<file path="config.mk">
export PLATFORM = sky130hd
export DESIGN_NAME = pipe_hazard_unit_flat
export DESIGN_NICKNAME = d
export VERILOG_FILES = /design/src/rtl/ctrl_encode_def.sv /design/src/rtl/pipe_hazard_unit_if.sv /design/src/rtl/hazard_sat_counter.sv /design/src/rtl/pipe_hazard_unit.sv /design/src/flat_wrapper.sv
export SDC_FILE = /design/constraint.sdc
export NUM_CORES = 1
export LEC_CHECK = 0
export CAP_MARGIN = 25
export CELL_PAD_IN_SITES_DETAIL_PLACEMENT = 0
export CELL_PAD_IN_SITES_GLOBAL_PLACEMENT = 1
export CORE_MARGIN = 8
export CORE_UTILIZATION = 34
export CTS_CLUSTER_SIZE = 40
export DETAILED_ROUTE_END_ITERATION = 12
export HOLD_SLACK_MARGIN = 0.05
export PLACE_DENSITY_LB_ADDON = 0.1
export SLEW_MARGIN = 20
export SYNTH_ARGS = -nofsm -noshare
export SYNTH_HDL_FRONTEND = slang
export SYNTH_SLANG_ARGS = --single-unit
export TNS_END_PERCENT = 100
</file>
<file path="constraint.sdc">
create_clock -name clk -period 2.2 [get_ports clk]
set_input_delay 0.44 -clock clk [delete_from_list [all_inputs] [get_ports clk]]
set_output_delay 0.44 -clock clk [all_outputs]
set_load 0.01 [all_outputs]
</file>
<file path="src/rtl/ctrl_encode_def.sv">
// Shared control encodings for the pipeline hazard unit: FSM states and
// operand-forwarding source selects.
package ctrl_encode_def;

  typedef enum logic [1:0] {
    StRun   = 2'd0,
    StMwait = 2'd1,
    StErr   = 2'd2
  } hz_state_e;

  typedef enum logic [1:0] {
    FwdRf  = 2'd0,
    FwdMem = 2'd1,
    FwdWb  = 2'd2
  } fwd_sel_e;

endpackage

</file>
<file path="src/rtl/pipe_hazard_unit_if.sv">
// Pipeline <-> hazard unit bundle: per-stage register/usage info in, stage
// enables, flush/bubble and forwarding selects out.
interface pipe_hazard_unit_if #(
  parameter int unsigned REG_AW = 5
);
  logic [REG_AW-1:0] id_rs1;
  logic [REG_AW-1:0] id_rs2;
  logic              id_use_rs1;
  logic              id_use_rs2;
  logic              id_is_branch;
  logic              id_redirect;
  logic [REG_AW-1:0] ex_rd;
  logic              ex_regwrite;
  logic              ex_memread;
  logic [REG_AW-1:0] mem_rd;
  logic              mem_regwrite;
  logic              mem_memread;
  logic [REG_AW-1:0] wb_rd;
  logic              wb_regwrite;
  logic              dmem_req;
  logic              dmem_ready;

  logic              pc_en;
  logic              if_id_en;
  logic              id_ex_en;
  logic              ex_mem_en;
  logic              mem_wb_en;
  logic              if_id_flush;
  logic              id_ex_bubble;
  logic [1:0]        id_fwd_a;
  logic [1:0]        id_fwd_b;
  logic [1:0]        ex_fwd_a;
  logic [1:0]        ex_fwd_b;

  modport master (
    output id_rs1, id_rs2, id_use_rs1, id_use_rs2, id_is_branch, id_redirect,
           ex_rd, ex_regwrite, ex_memread, mem_rd, mem_regwrite, mem_memread,
           wb_rd, wb_regwrite, dmem_req, dmem_ready,
    input  pc_en, if_id_en, id_ex_en, ex_mem_en, mem_wb_en, if_id_flush, id_ex_bubble,
           id_fwd_a, id_fwd_b, ex_fwd_a, ex_fwd_b
  );

  modport slave (
    input  id_rs1, id_rs2, id_use_rs1, id_use_rs2, id_is_branch, id_redirect,
           ex_rd, ex_regwrite, ex_memread, mem_rd, mem_regwrite, mem_memread,
           wb_rd, wb_regwrite, dmem_req, dmem_ready,
    output pc_en, if_id_en, id_ex_en, ex_mem_en, mem_wb_en, if_id_flush, id_ex_bubble,
           id_fwd_a, id_fwd_b, ex_fwd_a, ex_fwd_b
  );
endinterface

</file>
<file path="src/rtl/hazard_sat_counter.sv">
// Enabled up-counter that sticks at all-ones instead of wrapping.
module hazard_sat_counter #(
  parameter int unsigned Width = 32
) (
  input  logic             clk_i,
  input  logic             rst_ni,
  input  logic             en_i,
  output logic [Width-1:0] count_o
);

  logic [Width-1:0] count_q;
  logic [Width-1:0] count_d;

  always_comb begin
    count_d = count_q;
    if (en_i && (count_q != '1)) begin
      count_d = count_q + Width'(1);
    end
  end

  always_ff @(posedge clk_i or negedge rst_ni) begin
    if (!rst_ni) begin
      count_q <= '0;
    end else begin
      count_q <= count_d;
    end
  end

  assign count_o = count_q;

endmodule

</file>
<file path="src/rtl/pipe_hazard_unit.sv">
// Hazard unit for a 5-stage in-order pipeline with branches resolved in ID:
// load-use/branch stalls, redirect flush, memory-wait freeze with timeout, forwarding.
module pipe_hazard_unit
  import ctrl_encode_def::*;
#(
  parameter int unsigned XLEN        = 32,
  parameter int unsigned REG_AW      = 5,
  parameter int unsigned CNT_W       = 32,
  parameter int unsigned MEM_TIMEOUT = 255
) (
  input  logic              clk,
  input  logic              reset,
  pipe_hazard_unit_if.slave bus,
  output logic [1:0]        state,
  output logic              mem_err,
  output logic [CNT_W-1:0]  stall_cnt,
  output logic [CNT_W-1:0]  flush_cnt,
  output logic [CNT_W-1:0]  wait_cnt
);

  localparam int unsigned WaitW = (MEM_TIMEOUT > 1) ? $clog2(MEM_TIMEOUT + 1) : 1;

  // XLEN sizes the operand muxes these selects steer; nothing in here is data-wide.
  if (XLEN == 0) begin : g_xlen_unused
  end

  function automatic logic reg_hit(logic [REG_AW-1:0] r, logic [REG_AW-1:0] s, logic use_s);
    return (r != '0) && (r == s) && use_s;
  endfunction

  hz_state_e        state_q, state_d;
  logic [WaitW-1:0] wait_q, wait_d, wait_inc;
  fwd_sel_e         ex_fwd_a_q, ex_fwd_b_q;
  fwd_sel_e         ex_sel_a, ex_sel_b, id_sel_a, id_sel_b;

  logic ex_hit_a, ex_hit_b, mem_hit_a, mem_hit_b, wb_hit_a, wb_hit_b;
  logic load_use, br_haz, stall;
  logic run_rules, frozen;

  assign ex_hit_a  = reg_hit(bus.ex_rd,  bus.id_rs1, bus.id_use_rs1);
  assign ex_hit_b  = reg_hit(bus.ex_rd,  bus.id_rs2, bus.id_use_rs2);
  assign mem_hit_a = reg_hit(bus.mem_rd, bus.id_rs1, bus.id_use_rs1);
  assign mem_hit_b = reg_hit(bus.mem_rd, bus.id_rs2, bus.id_use_rs2);
  assign wb_hit_a  = reg_hit(bus.wb_rd,  bus.id_rs1, bus.id_use_rs1);
  assign wb_hit_b  = reg_hit(bus.wb_rd,  bus.id_rs2, bus.id_use_rs2);

  assign load_use = bus.ex_memread && (ex_hit_a || ex_hit_b);
  // ID-resolved branches can't take a load result from MEM, nor anything from EX.
  assign br_haz   = bus.id_is_branch &&
                    ((bus.ex_regwrite && (ex_hit_a || ex_hit_b)) ||
                     (bus.mem_memread && (mem_hit_a || mem_hit_b)));
  assign stall    = load_use || br_haz;

  always_comb begin
    id_sel_a = FwdRf;
    if (bus.mem_regwrite && !bus.mem_memread && mem_hit_a) id_sel_a = FwdMem;
    else if (bus.wb_regwrite && wb_hit_a)                   id_sel_a = FwdWb;

    id_sel_b = FwdRf;
    if (bus.mem_regwrite && !bus.mem_memread && mem_hit_b) id_sel_b = FwdMem;
    else if (bus.wb_regwrite && wb_hit_b)                   id_sel_b = FwdWb;

    // Producer distances shift by one stage when this instruction reaches EX.
    ex_sel_a = FwdRf;
    if (bus.ex_regwrite && ex_hit_a)        ex_sel_a = FwdMem;
    else if (bus.mem_regwrite && mem_hit_a) ex_sel_a = FwdWb;

    ex_sel_b = FwdRf;
    if (bus.ex_regwrite && ex_hit_b)        ex_sel_b = FwdMem;
    else if (bus.mem_regwrite && mem_hit_b) ex_sel_b = FwdWb;
  end

  assign wait_inc = wait_q + WaitW'(1);

  always_comb begin
    state_d   = state_q;
    wait_d    = wait_q;
    run_rules = 1'b0;
    frozen    = 1'b0;
    unique case (state_q)
      StRun: begin
        if (bus.dmem_req && !bus.dmem_ready) begin
          state_d = StMwait;
          wait_d  = '0;
          frozen  = 1'b1;
        end else begin
          run_rules = 1'b1;
        end
      end
      StMwait: begin
        if (bus.dmem_ready) begin
          state_d   = StRun;
          run_rules = 1'b1;
        end else begin
          frozen = 1'b1;
          wait_d = wait_inc;
          if (wait_inc == WaitW'(MEM_TIMEOUT)) state_d = StErr;
        end
      end
      StErr: begin
      end
      default: state_d = StErr;
    endcase
  end

  assign bus.pc_en        = run_rules && !stall;
  assign bus.if_id_en     = run_rules && !stall;
  assign bus.id_ex_en     = run_rules;
  assign bus.ex_mem_en    = run_rules;
  assign bus.mem_wb_en    = run_rules;
  assign bus.id_ex_bubble = run_rules && stall;
  assign bus.if_id_flush  = run_rules && bus.id_redirect && !stall;
  assign bus.id_fwd_a     = id_sel_a;
  assign bus.id_fwd_b     = id_sel_b;
  assign bus.ex_fwd_a     = ex_fwd_a_q;
  assign bus.ex_fwd_b     = ex_fwd_b_q;

  always_ff @(posedge clk or negedge reset) begin
    if (!reset) begin
      state_q    <= StRun;
      wait_q     <= '0;
      ex_fwd_a_q <= FwdRf;
      ex_fwd_b_q <= FwdRf;
    end else begin
      state_q <= state_d;
      wait_q  <= wait_d;
      if (bus.id_ex_en) begin
        ex_fwd_a_q <= bus.id_ex_bubble ? FwdRf : ex_sel_a;
        ex_fwd_b_q <= bus.id_ex_bubble ? FwdRf : ex_sel_b;
      end
    end
  end

  assign state   = state_q;
  assign mem_err = (state_q == StErr);

  hazard_sat_counter #(.Width(CNT_W)) u_stall_cnt (
    .clk_i  (clk),
    .rst_ni (reset),
    .en_i   (run_rules && stall),
    .count_o(stall_cnt)
  );

  hazard_sat_counter #(.Width(CNT_W)) u_flush_cnt (
    .clk_i  (clk),
    .rst_ni (reset),
    .en_i   (bus.if_id_flush),
    .count_o(flush_cnt)
  );

  hazard_sat_counter #(.Width(CNT_W)) u_wait_cnt (
    .clk_i  (clk),
    .rst_ni (reset),
    .en_i   (frozen),
    .count_o(wait_cnt)
  );

endmodule

</file>
<file path="src/flat_wrapper.sv">
// flat-port wrapper written by rule: the top's interface ports become plain ports
module pipe_hazard_unit_flat import ctrl_encode_def::*;
#(
  parameter int unsigned XLEN        = 32,
  parameter int unsigned REG_AW      = 5,
  parameter int unsigned CNT_W       = 32,
  parameter int unsigned MEM_TIMEOUT = 255
)
  (clk, reset, state, mem_err, stall_cnt, flush_cnt, wait_cnt, bus_id_rs1, bus_id_rs2, bus_id_use_rs1, bus_id_use_rs2, bus_id_is_branch, bus_id_redirect, bus_ex_rd, bus_ex_regwrite, bus_ex_memread, bus_mem_rd, bus_mem_regwrite, bus_mem_memread, bus_wb_rd, bus_wb_regwrite, bus_dmem_req, bus_dmem_ready, bus_pc_en, bus_if_id_en, bus_id_ex_en, bus_ex_mem_en, bus_mem_wb_en, bus_if_id_flush, bus_id_ex_bubble, bus_id_fwd_a, bus_id_fwd_b, bus_ex_fwd_a, bus_ex_fwd_b);
  pipe_hazard_unit_if #(.REG_AW(REG_AW)) bus_i ();
  input  logic clk;
  input  logic reset;
  output logic [1:0] state;
  output logic mem_err;
  output logic [CNT_W-1:0] stall_cnt;
  output logic [CNT_W-1:0] flush_cnt;
  output logic [CNT_W-1:0] wait_cnt;
  input wire logic [$bits(bus_i.id_rs1)-1:0] bus_id_rs1;
  input wire logic [$bits(bus_i.id_rs2)-1:0] bus_id_rs2;
  input wire logic [$bits(bus_i.id_use_rs1)-1:0] bus_id_use_rs1;
  input wire logic [$bits(bus_i.id_use_rs2)-1:0] bus_id_use_rs2;
  input wire logic [$bits(bus_i.id_is_branch)-1:0] bus_id_is_branch;
  input wire logic [$bits(bus_i.id_redirect)-1:0] bus_id_redirect;
  input wire logic [$bits(bus_i.ex_rd)-1:0] bus_ex_rd;
  input wire logic [$bits(bus_i.ex_regwrite)-1:0] bus_ex_regwrite;
  input wire logic [$bits(bus_i.ex_memread)-1:0] bus_ex_memread;
  input wire logic [$bits(bus_i.mem_rd)-1:0] bus_mem_rd;
  input wire logic [$bits(bus_i.mem_regwrite)-1:0] bus_mem_regwrite;
  input wire logic [$bits(bus_i.mem_memread)-1:0] bus_mem_memread;
  input wire logic [$bits(bus_i.wb_rd)-1:0] bus_wb_rd;
  input wire logic [$bits(bus_i.wb_regwrite)-1:0] bus_wb_regwrite;
  input wire logic [$bits(bus_i.dmem_req)-1:0] bus_dmem_req;
  input wire logic [$bits(bus_i.dmem_ready)-1:0] bus_dmem_ready;
  output wire logic [$bits(bus_i.pc_en)-1:0] bus_pc_en;
  output wire logic [$bits(bus_i.if_id_en)-1:0] bus_if_id_en;
  output wire logic [$bits(bus_i.id_ex_en)-1:0] bus_id_ex_en;
  output wire logic [$bits(bus_i.ex_mem_en)-1:0] bus_ex_mem_en;
  output wire logic [$bits(bus_i.mem_wb_en)-1:0] bus_mem_wb_en;
  output wire logic [$bits(bus_i.if_id_flush)-1:0] bus_if_id_flush;
  output wire logic [$bits(bus_i.id_ex_bubble)-1:0] bus_id_ex_bubble;
  output wire logic [$bits(bus_i.id_fwd_a)-1:0] bus_id_fwd_a;
  output wire logic [$bits(bus_i.id_fwd_b)-1:0] bus_id_fwd_b;
  output wire logic [$bits(bus_i.ex_fwd_a)-1:0] bus_ex_fwd_a;
  output wire logic [$bits(bus_i.ex_fwd_b)-1:0] bus_ex_fwd_b;
  assign bus_i.id_rs1 = bus_id_rs1;
  assign bus_i.id_rs2 = bus_id_rs2;
  assign bus_i.id_use_rs1 = bus_id_use_rs1;
  assign bus_i.id_use_rs2 = bus_id_use_rs2;
  assign bus_i.id_is_branch = bus_id_is_branch;
  assign bus_i.id_redirect = bus_id_redirect;
  assign bus_i.ex_rd = bus_ex_rd;
  assign bus_i.ex_regwrite = bus_ex_regwrite;
  assign bus_i.ex_memread = bus_ex_memread;
  assign bus_i.mem_rd = bus_mem_rd;
  assign bus_i.mem_regwrite = bus_mem_regwrite;
  assign bus_i.mem_memread = bus_mem_memread;
  assign bus_i.wb_rd = bus_wb_rd;
  assign bus_i.wb_regwrite = bus_wb_regwrite;
  assign bus_i.dmem_req = bus_dmem_req;
  assign bus_i.dmem_ready = bus_dmem_ready;
  assign bus_pc_en = bus_i.pc_en;
  assign bus_if_id_en = bus_i.if_id_en;
  assign bus_id_ex_en = bus_i.id_ex_en;
  assign bus_ex_mem_en = bus_i.ex_mem_en;
  assign bus_mem_wb_en = bus_i.mem_wb_en;
  assign bus_if_id_flush = bus_i.if_id_flush;
  assign bus_id_ex_bubble = bus_i.id_ex_bubble;
  assign bus_id_fwd_a = bus_i.id_fwd_a;
  assign bus_id_fwd_b = bus_i.id_fwd_b;
  assign bus_ex_fwd_a = bus_i.ex_fwd_a;
  assign bus_ex_fwd_b = bus_i.ex_fwd_b;
  pipe_hazard_unit #(.XLEN(XLEN), .REG_AW(REG_AW), .CNT_W(CNT_W), .MEM_TIMEOUT(MEM_TIMEOUT)) u_core (.clk(clk), .reset(reset), .bus(bus_i), .state(state), .mem_err(mem_err), .stall_cnt(stall_cnt), .flush_cnt(flush_cnt), .wait_cnt(wait_cnt));
endmodule
</file>
==> run summary, run 1 <==
# diodes -> 0
Die H -> 147.7 um
Status -> complete, but fails checks
Top FF cell, synth -> dfrtp_1
Buf+Inv Stages, Crit Path -> 3
Final hold violation count -> 0
Vias in the first global route -> 5775
Seq/Total Area, Yosys -> 46.69%
Root Buffer Master -> clkbuf_16
WP data arrival -> 1.99 ns
Critical path class -> primary input to primary output
Nets -> 895
Clk slew on worst S/H paths -> 0.08 ns
H-tree depth -> 3
Routed vias/inst -> 5.033
Cells after Synth -> 594
Max-Cap Viols -> 0
Final Critical Period -> 2.429 ns
DP Worst Slack -> -1.030 ns
Clock skew -> 0.006399 ns
R2R cell count -> 7
Clock Path Buffers -> 2
Final RePlAce weighted congestion -> 0.8974
Failing checks -> negative setup slack
Type of the worst min-delay path -> primary input to async pin
DIE AREA -> 21810 um^2
Initial Utilization -> 34.44%
Worst slew margin -> 73.09%
DP HPWL -> 13890 um
Final setup fails -> 24
Grt ovf -> 0
Final worst-path setup slack -> -0.2295 ns
Max Freq -> 411.6 MHz
Slew Limit Fails -> 0
Crit share post-route -> 110.4%
Most common cell after layout, fill and taps aside -> clkdlybuf4s50_1
DR top layer -> met4
CP Cell Sequence -> buf_6 -> or4_4 -> nor2_4 -> nor4_4 -> buf_4 -> o211ai_4 -> and2_4 -> nor2_2 -> buf_2
Distinct cells, synth -> 46
Syn_nets -> 637
Synth area leader -> dfrtp_1
Initial antenna violation count -> 0
Core Region -> 17120 um^2
Syn avg cell area -> 9.925 um^2
Max rail drop VDD -> 462.3 uV
Async set or reset register ratio after synthesis -> 100.0%
Reg-to-reg endpoint -> u_core.u_flush_cnt.count_o[28]$_DFFE_PN0P_
Die X-Extent -> 147.7 um
I/O pin count -> 152
Multi-input gate area -> 3473 um^2
IO buf count -> 151
Fillers -> 1555
Worst-Skew Late Latency -> 0.36 ns
Register Area -> 2754 um^2
Via count -> 5446
P per Cell Area -> 560.8 nW/um^2
Worst-Margin Slew -> 0.4022 ns
CP Launch Type -> primary input
Total GRT Usage -> 16.92%
Static Leak -> 4.039 nW
Share of layout cells above drive strength 1 -> 27.42%
Synthesis-to-finish area growth -> 56.26%
FF-to-FF Start -> u_core.u_flush_cnt.count_o[1]$_DFFE_PN0P_
Crit-path max FO -> 2
Final ANT Viol Nets -> 0
CP Capture Type -> primary output
Unrepaired setup endpoints after global routing -> true
DRT iter0 DRCs -> 184
Top delay family on crit path -> simple AND/OR/NAND/NOR gates
Top-area cell type share of the netlist area -> 46.69%
CP peak stage delay -> 0.53 ns
Post-Route M1 WL -> 7803 um
# rows -> 48
First-pass GRT wire length -> 29810 um
Avg WL per Cell -> 17.14 um
Pwr Total -> 5.167 mW
Syn Std Cell Area -> 5896 um^2
Wirelength, routed -> 18550 um
Number of synthesized flops with an enable pin -> 0
Crit-path slowest cell -> or4_4
Drc violations -> 0
Routed length on met2 -> 9297 um
DRT Pass-1 Iters -> 4
Most frequent cells in the layout -> clkdlybuf4s50_1 (114), dfrtp_1 (109), buf_4 (103)
WL met3 -> 1128 um
# clock sinks -> 110
Largest net degree at the start of global routing -> 56
Yosys warnings -> 0
R2R Setup Slk -> 0.05 ns
CP Data Required Time -> 1.76 ns
Synth Register Bits -> 110
CTS Buf Count -> 9
Top cells by area, synth -> dfrtp_1 (47%), xnor2_1 (9.5%), xor2_1 (8.5%)
CTS tree -> built
-- synthesized netlist by cell type, types with 2 or more instances --
master	count
a21oi_1	6
and2_1	4
and3_1	20
and3b_1	2
and4_1	5
buf_1	2
buf_2	5
buf_4	3
buf_6	2
clkbuf_1	7
dfrtp_1	110
ha_1	5
inv_1	7
mux2_2	5
nand2_1	53
nand3_1	57
nand4_1	40
nor2_1	37
nor2b_1	4
nor3_1	31
nor4_1	10
nor4_2	13
o21ai_0	13
o21ai_1	3
o31ai_1	3
or2_2	2
or3_1	3
or4_1	5
xnor2_1	64
xor2_1	57
-- worst register-to-register path: cells and delay by family (launching register included) --
| kind | cells | cell delay, ns |
|---|---|---|
| flip-flops | 1 | 0.40 |
| multiplexers | 1 | 0.37 |
| AND/OR/NAND/NOR | 5 | 1.04 |
| adder cells (fa/ha/maj) | 1 | 0.22 |
-- power by group --
part	internal (mW)	switching [mW]
Sequential	2.18	0.176
Clock	0.793	0.824
Combinational	0.645	0.554
Total	3.61	1.55
-- stage by stage --
stage / utilization [%] / area (um^2) / setup TNS [ns] / cells / hold WS (ns)
after CTS: 52.32 / 8955 / -3.237 / 1074 / 0.4853
final: 53.82 / 9213 / -2.766 / 1082 / 0.4890
after floorplan: - / 5943 / -0.2751 / 594 / 0.1444
after global placement: 48.95 / 8378 / -50.74 / 1050 / 0.3251
after detailed placement: 48.95 / 8378 / -54.16 / 1050 / 0.3355
after global routing: 53.82 / 9213 / -4.629 / 1082 / 0.5091
-- worst max path at each step --
stage / start / to / cells past startpoint
2_1_floorplan: bus_mem_rd[0] / bus_pc_en / 8
3_3_place_gp: bus_mem_rd[0] / bus_if_id_flush / 8
3_5_place_dp: bus_mem_rd[0] / bus_if_id_flush / 8
4_1_cts: bus_mem_rd[3] / bus_if_id_flush / 9
5_1_grt: bus_mem_rd[3] / bus_if_id_en / 9
6_report: bus_mem_rd[3] / bus_id_ex_bubble / 9
-- final cells by class --
class                           instances  area share, %
Multi-Input combinational cell        457          37.70
Sequential cell                       110          29.89
Timing Repair Buffer                  266          25.90
Tap cell                              225          3.056
Clock buffer                           10          2.485
Clock inverter                          6         0.6247
Inverter                                8         0.3395
-- state kept, by name (all words and copies together), names as in the netlist --
name and flops:
u_core.bus.ex_fwd_b 2, u_core.state 2, u_core.bus.ex_fwd_a 2, u_core.wait_q 8
u_core.u_stall_cnt.count_o 32, u_core.u_wait_cnt.count_o 32, u_core.u_flush_cnt.count_o 32
-- what timing repair did --
item,in CTS,in global routing
setup buffers,7,8
hold buffers,1,0
resized for setup,141,54
setup endpoints to repair,77,80
pin swaps,28,29
endpoints found under the hold margin,16,0
-- layer usage --
metal | vias to the layer above | GRT usage, %
li1 | 2621 | -
met1 | 2660 | 19.67
met2 | 142 | 29.59
met3 | 23 | 4.830
met4 | 0 | 5.099
met5 | - | 0
-- kinds of logic after synthesis --
kind of cell,after synthesis,synth area share (%)
and+or+nand+nor,293,27.46
xor gates and xnor gates,122,18.25
DFF,110,46.69
AOI/OAI and AO/OA,32,3.311
buffers and inverters,27,2.271
muxes,5,0.9549
adders and majority gates,5,1.061
Note: power is estimated with default switching activity, not from simulation.
==> run 2: changes to the inputs <==
- ABC_AREA: default -> 0
- CTS_CLUSTER_DIAMETER: default -> 80
==> results of run 2 <==
No change in the layout: final DEF, timing and power equal those of run 1.
==> run 3: changes to the inputs <==
- ABC_AREA: 0 -> 1
- GPL_TIMING_DRIVEN: default -> 0
- SETUP_SLACK_MARGIN: default -> 0.2
==> run 3 against run 2 <==
Effect of this change:
- critical endpoint is now bus_if_id_flush
- flip-flop and latch count is the same
- setup slack gained 0.16 ns
- first-iteration DRC count increased by 100%
- maximum frequency rose by 7.3%
- global-route usage rose by 1.7 points
- sequential power down 14%
- the run still ends with negative setup slack left
- final cell count grew 48%
- synthesized cell count up 85%
- clock power up 18%
==> run summary, run 3 <==
Die X-Extent -> 165.0 um
Met3 Usage GRT -> 3.614%
WP data arrival -> 1.83 ns
Crit-path slowest cell -> buf_2
Seq/Total Area, Yosys -> 36.49%
Distinct cells, synth -> 38
Sw frac -> 23.29%
Sequential power share -> 47.4%
Worst-Margin Slew -> 0.5721 ns
Async set or reset register ratio after synthesis -> 100.0%
Critical path class -> primary input to primary output
Avg WL per Cell -> 15.64 um
Final setup fails -> 3
Cells after Synth -> 1098
Syn_nets -> 1141
CP Capture Type -> primary output
DP HPWL -> 18710 um
Initial Utilization -> 34.57%
# diodes -> 0
Routed vias/inst -> 4.901
Number of synthesized flops with an enable pin -> 0
End-of-flow core utilization -> 49.02%
Failing checks -> negative setup slack
Grt ovf -> 0
Most frequent cell after synthesis -> nand2_1
Combinational Power Share -> 8.0%
Most frequent CP cell -> nand2_2
Final RePlAce weighted congestion -> 0.8898
CP Cell Sequence -> buf_8 -> inv_6 -> nand2_2 -> nand2_1 -> inv_1 -> nand2_2 -> nor2_2 -> nand2_2 -> nand2_2 -> nand2_2 -> nand2_2 -> nand2_4 -> nand2_4 -> buf_8 -> buf_8 -> nor3_2 -> buf_2
Synth area leader -> dfrtp_1
M1 GR Usage -> 24.70%
Clk network pwr share -> 44.6%
CP Launch Type -> primary input
Most frequent cells in the layout -> nand2_1 (367), clkdlybuf4s50_1 (106), dfrtp_1 (95)
Die H -> 165.0 um
First-pass GRT wire length -> 40680 um
Top delay family on crit path -> simple AND/OR/NAND/NOR gates
Vias in the first global route -> 7859
Top FF cell, synth -> dfrtp_1
Max-Cap Viols -> 0
Type of the worst min-delay path -> primary input to async pin
CTS Buf Count -> 9
Syn avg cell area -> 6.870 um^2
I/O pin count -> 152
Yosys warnings -> 0
DRT Pass-1 Iters -> 5
Via count -> 7852
Max rail drop VDD -> 328.2 uV
Worst-Skew Late Latency -> 0.36 ns
Final Critical Period -> 2.265 ns
Nets -> 1361
M2 GR Usage -> 30.50%
Largest net degree at the start of global routing -> 57
Final ANT Viol Nets -> 0
Share of layout cells above drive strength 1 -> 20.12%
Clk slew on worst S/H paths -> 0.08 ns
DRT iter0 DRCs -> 376
IO buf count -> 151
Root Buffer Master -> clkbuf_16
Status -> complete, but fails checks
Clock skew -> 0.01904 ns
Unrepaired setup endpoints after global routing -> true
Syn Std Cell Area -> 7543 um^2
CTS tree -> built
Placed cell area -> 9475 um^2
Max Freq -> 441.5 MHz
H-tree depth -> 3
NetSw -> 0.9963 mW
CP Data Required Time -> 1.76 ns
Power Internal -> 3.281 mW
GRT busiest layer -> met2
Final hold violation count -> 0
Synthesis-to-finish area growth -> 41.82%
Crit-path max FO -> 3
Worst slew margin -> 61.56%
Total GRT Usage -> 18.59%
Crit share post-route -> 103.0%
DIE AREA -> 27210 um^2
Pwr Total -> 4.278 mW
Initial antenna violation count -> 1
Static Leak -> 4.970 nW
Clock Path Buffers -> 2
P per Cell Area -> 399.9 nW/um^2
Synth Register Bits -> 110
# rows -> 54
CP peak stage delay -> 0.16 ns
# clock sinks -> 110
Drc violations -> 0
Slew Limit Fails -> 0
Top cells by area, synth -> dfrtp_1 (36%), nand2_1 (19%), nand4_1 (7.5%)
Cell area after layout -> 10700 um^2
Synth cell count leaders -> nand2_1 (391), dfrtp_1 (110), inv_1 (106), nor2_1 (106), nand4_1 (90)
Buf+Inv Stages, Crit Path -> 6
Most common cell after layout, fill and taps aside -> nand2_1
Final worst-path setup slack -> -0.06523 ns
Wirelength, routed -> 25050 um
Top-area cell type share of the netlist area -> 36.49%
Core Region -> 21820 um^2
## run 3: cell count changes after synthesis, moves of 6 or more
cell,delta
and3_1,-19
buf_6,+6
inv_1,+99
inv_2,+7
nand2_1,+338
nand4_1,+50
nor2_1,+69
nor3_1,+13
nor4_2,-12
o21ai_1,+6
xnor2_1,-38
## run 3: worst reg2reg max path, delay by kind of cell (launching register included)
kind	cells	cell delay [ns]
buf+inv	3	0.52
simple gates	5	0.67
flops	1	0.43
compound gates	1	0.19
## run 3: logic make-up (layout without fill, tap and decap cells)
family                   count (synthesis)  after routing  synth area share (%)
AO/OA/AOI/OAI                           37             37                 2.687
buffers and inverters                  147            371                 8.642
adder cells (fa/ha/maj)                  5              5                0.8293
XOR/XNOR                                83             83                 9.637
AND/OR/NAND/NOR                        716            716                 41.72
flip-flops                             110            110                 36.49
## run 3: layout make-up
class | count | area (um^2)
fill | 2233 | 11130
multi-input combinational | 841 | 4511
sequential | 110 | 2771
timing repair buffer | 211 | 2001
inverter | 116 | 478.0
tap | 280 | 350.3
buffer | 29 | 252.7
clock buffer | 9 | 225.2
clock inverter | 6 | 108.9
## run 3: worst paths after layout
kind | from | endpoint | slack, ns | depth (start not counted)
min in group clk | u_core.bus.ex_fwd_b[1]$_DFFE_PN0P_ | u_core.bus.ex_fwd_b[1]$_DFFE_PN0P_ | 0.49 | 2
worst max register to register | u_core.state[0]$_DFFE_PN0P_ | u_core.u_flush_cnt.count_o[14]$_DFFE_PN0P_ | 0.27 | 9
max in group asynchronous | reset | u_core.u_flush_cnt.count_o[6]$_DFFE_PN0P_ | 1.44 | 2
worst min register to register | u_core.bus.ex_fwd_b[1]$_DFFE_PN0P_ | u_core.bus.ex_fwd_b[1]$_DFFE_PN0P_ | 0.49 | 2
worst min-delay path | reset | u_core.u_stall_cnt.count_o[28]$_DFFE_PN0P_ | 0.05 | 1
worst max-delay path | bus_mem_rd[1] | bus_if_id_flush | -0.07 | 17
## run 3: power groups by stage
stage               clock network [mW]  registers (mW)  logic [mW]
finish                            1.91            2.03       0.342
detailed placement                   0            2.07       0.278
floorplan                            0            2.07       0.110
global route                      2.05            2.03       0.380
global placement                     0            2.07       0.271
CTS                               1.97            2.03       0.322
## run 3: routing by layer
metal / vias to the layer above / wire (um)
met4: 2 / 324
met3: 26 / 1151
li1: 4007 / -
met1: 3664 / 11810
met2: 153 / 11760
met5: - / 10
## run 3: timing repair
item | 4_1_cts | 5_1_grt
buffers inserted | 40 | 18
gates cloned | 0 | 1
setup endpoints to repair | 106 | 99
gates resized for setup | 260 | 91
hold buffers | 0 | 0
pin swaps | 47 | 32
## run 3: metrics by stage
stage / worst slack (ns) / hold slack (ns) / setup TNS (ns) / instances
after floorplan: 0.1968 / 0.1444 / 0 / 1098
after global placement: -3.993 / 0.4666 / -478.78 / 1529
after detailed placement: -1.226 / 0.4701 / -40.71 / 1530
after CTS: -0.08028 / 0.07085 / -0.1181 / 1585
after global routing: -0.1590 / 0.08952 / -0.5115 / 1602
final: -0.06523 / 0.05189 / -0.1470 / 1602
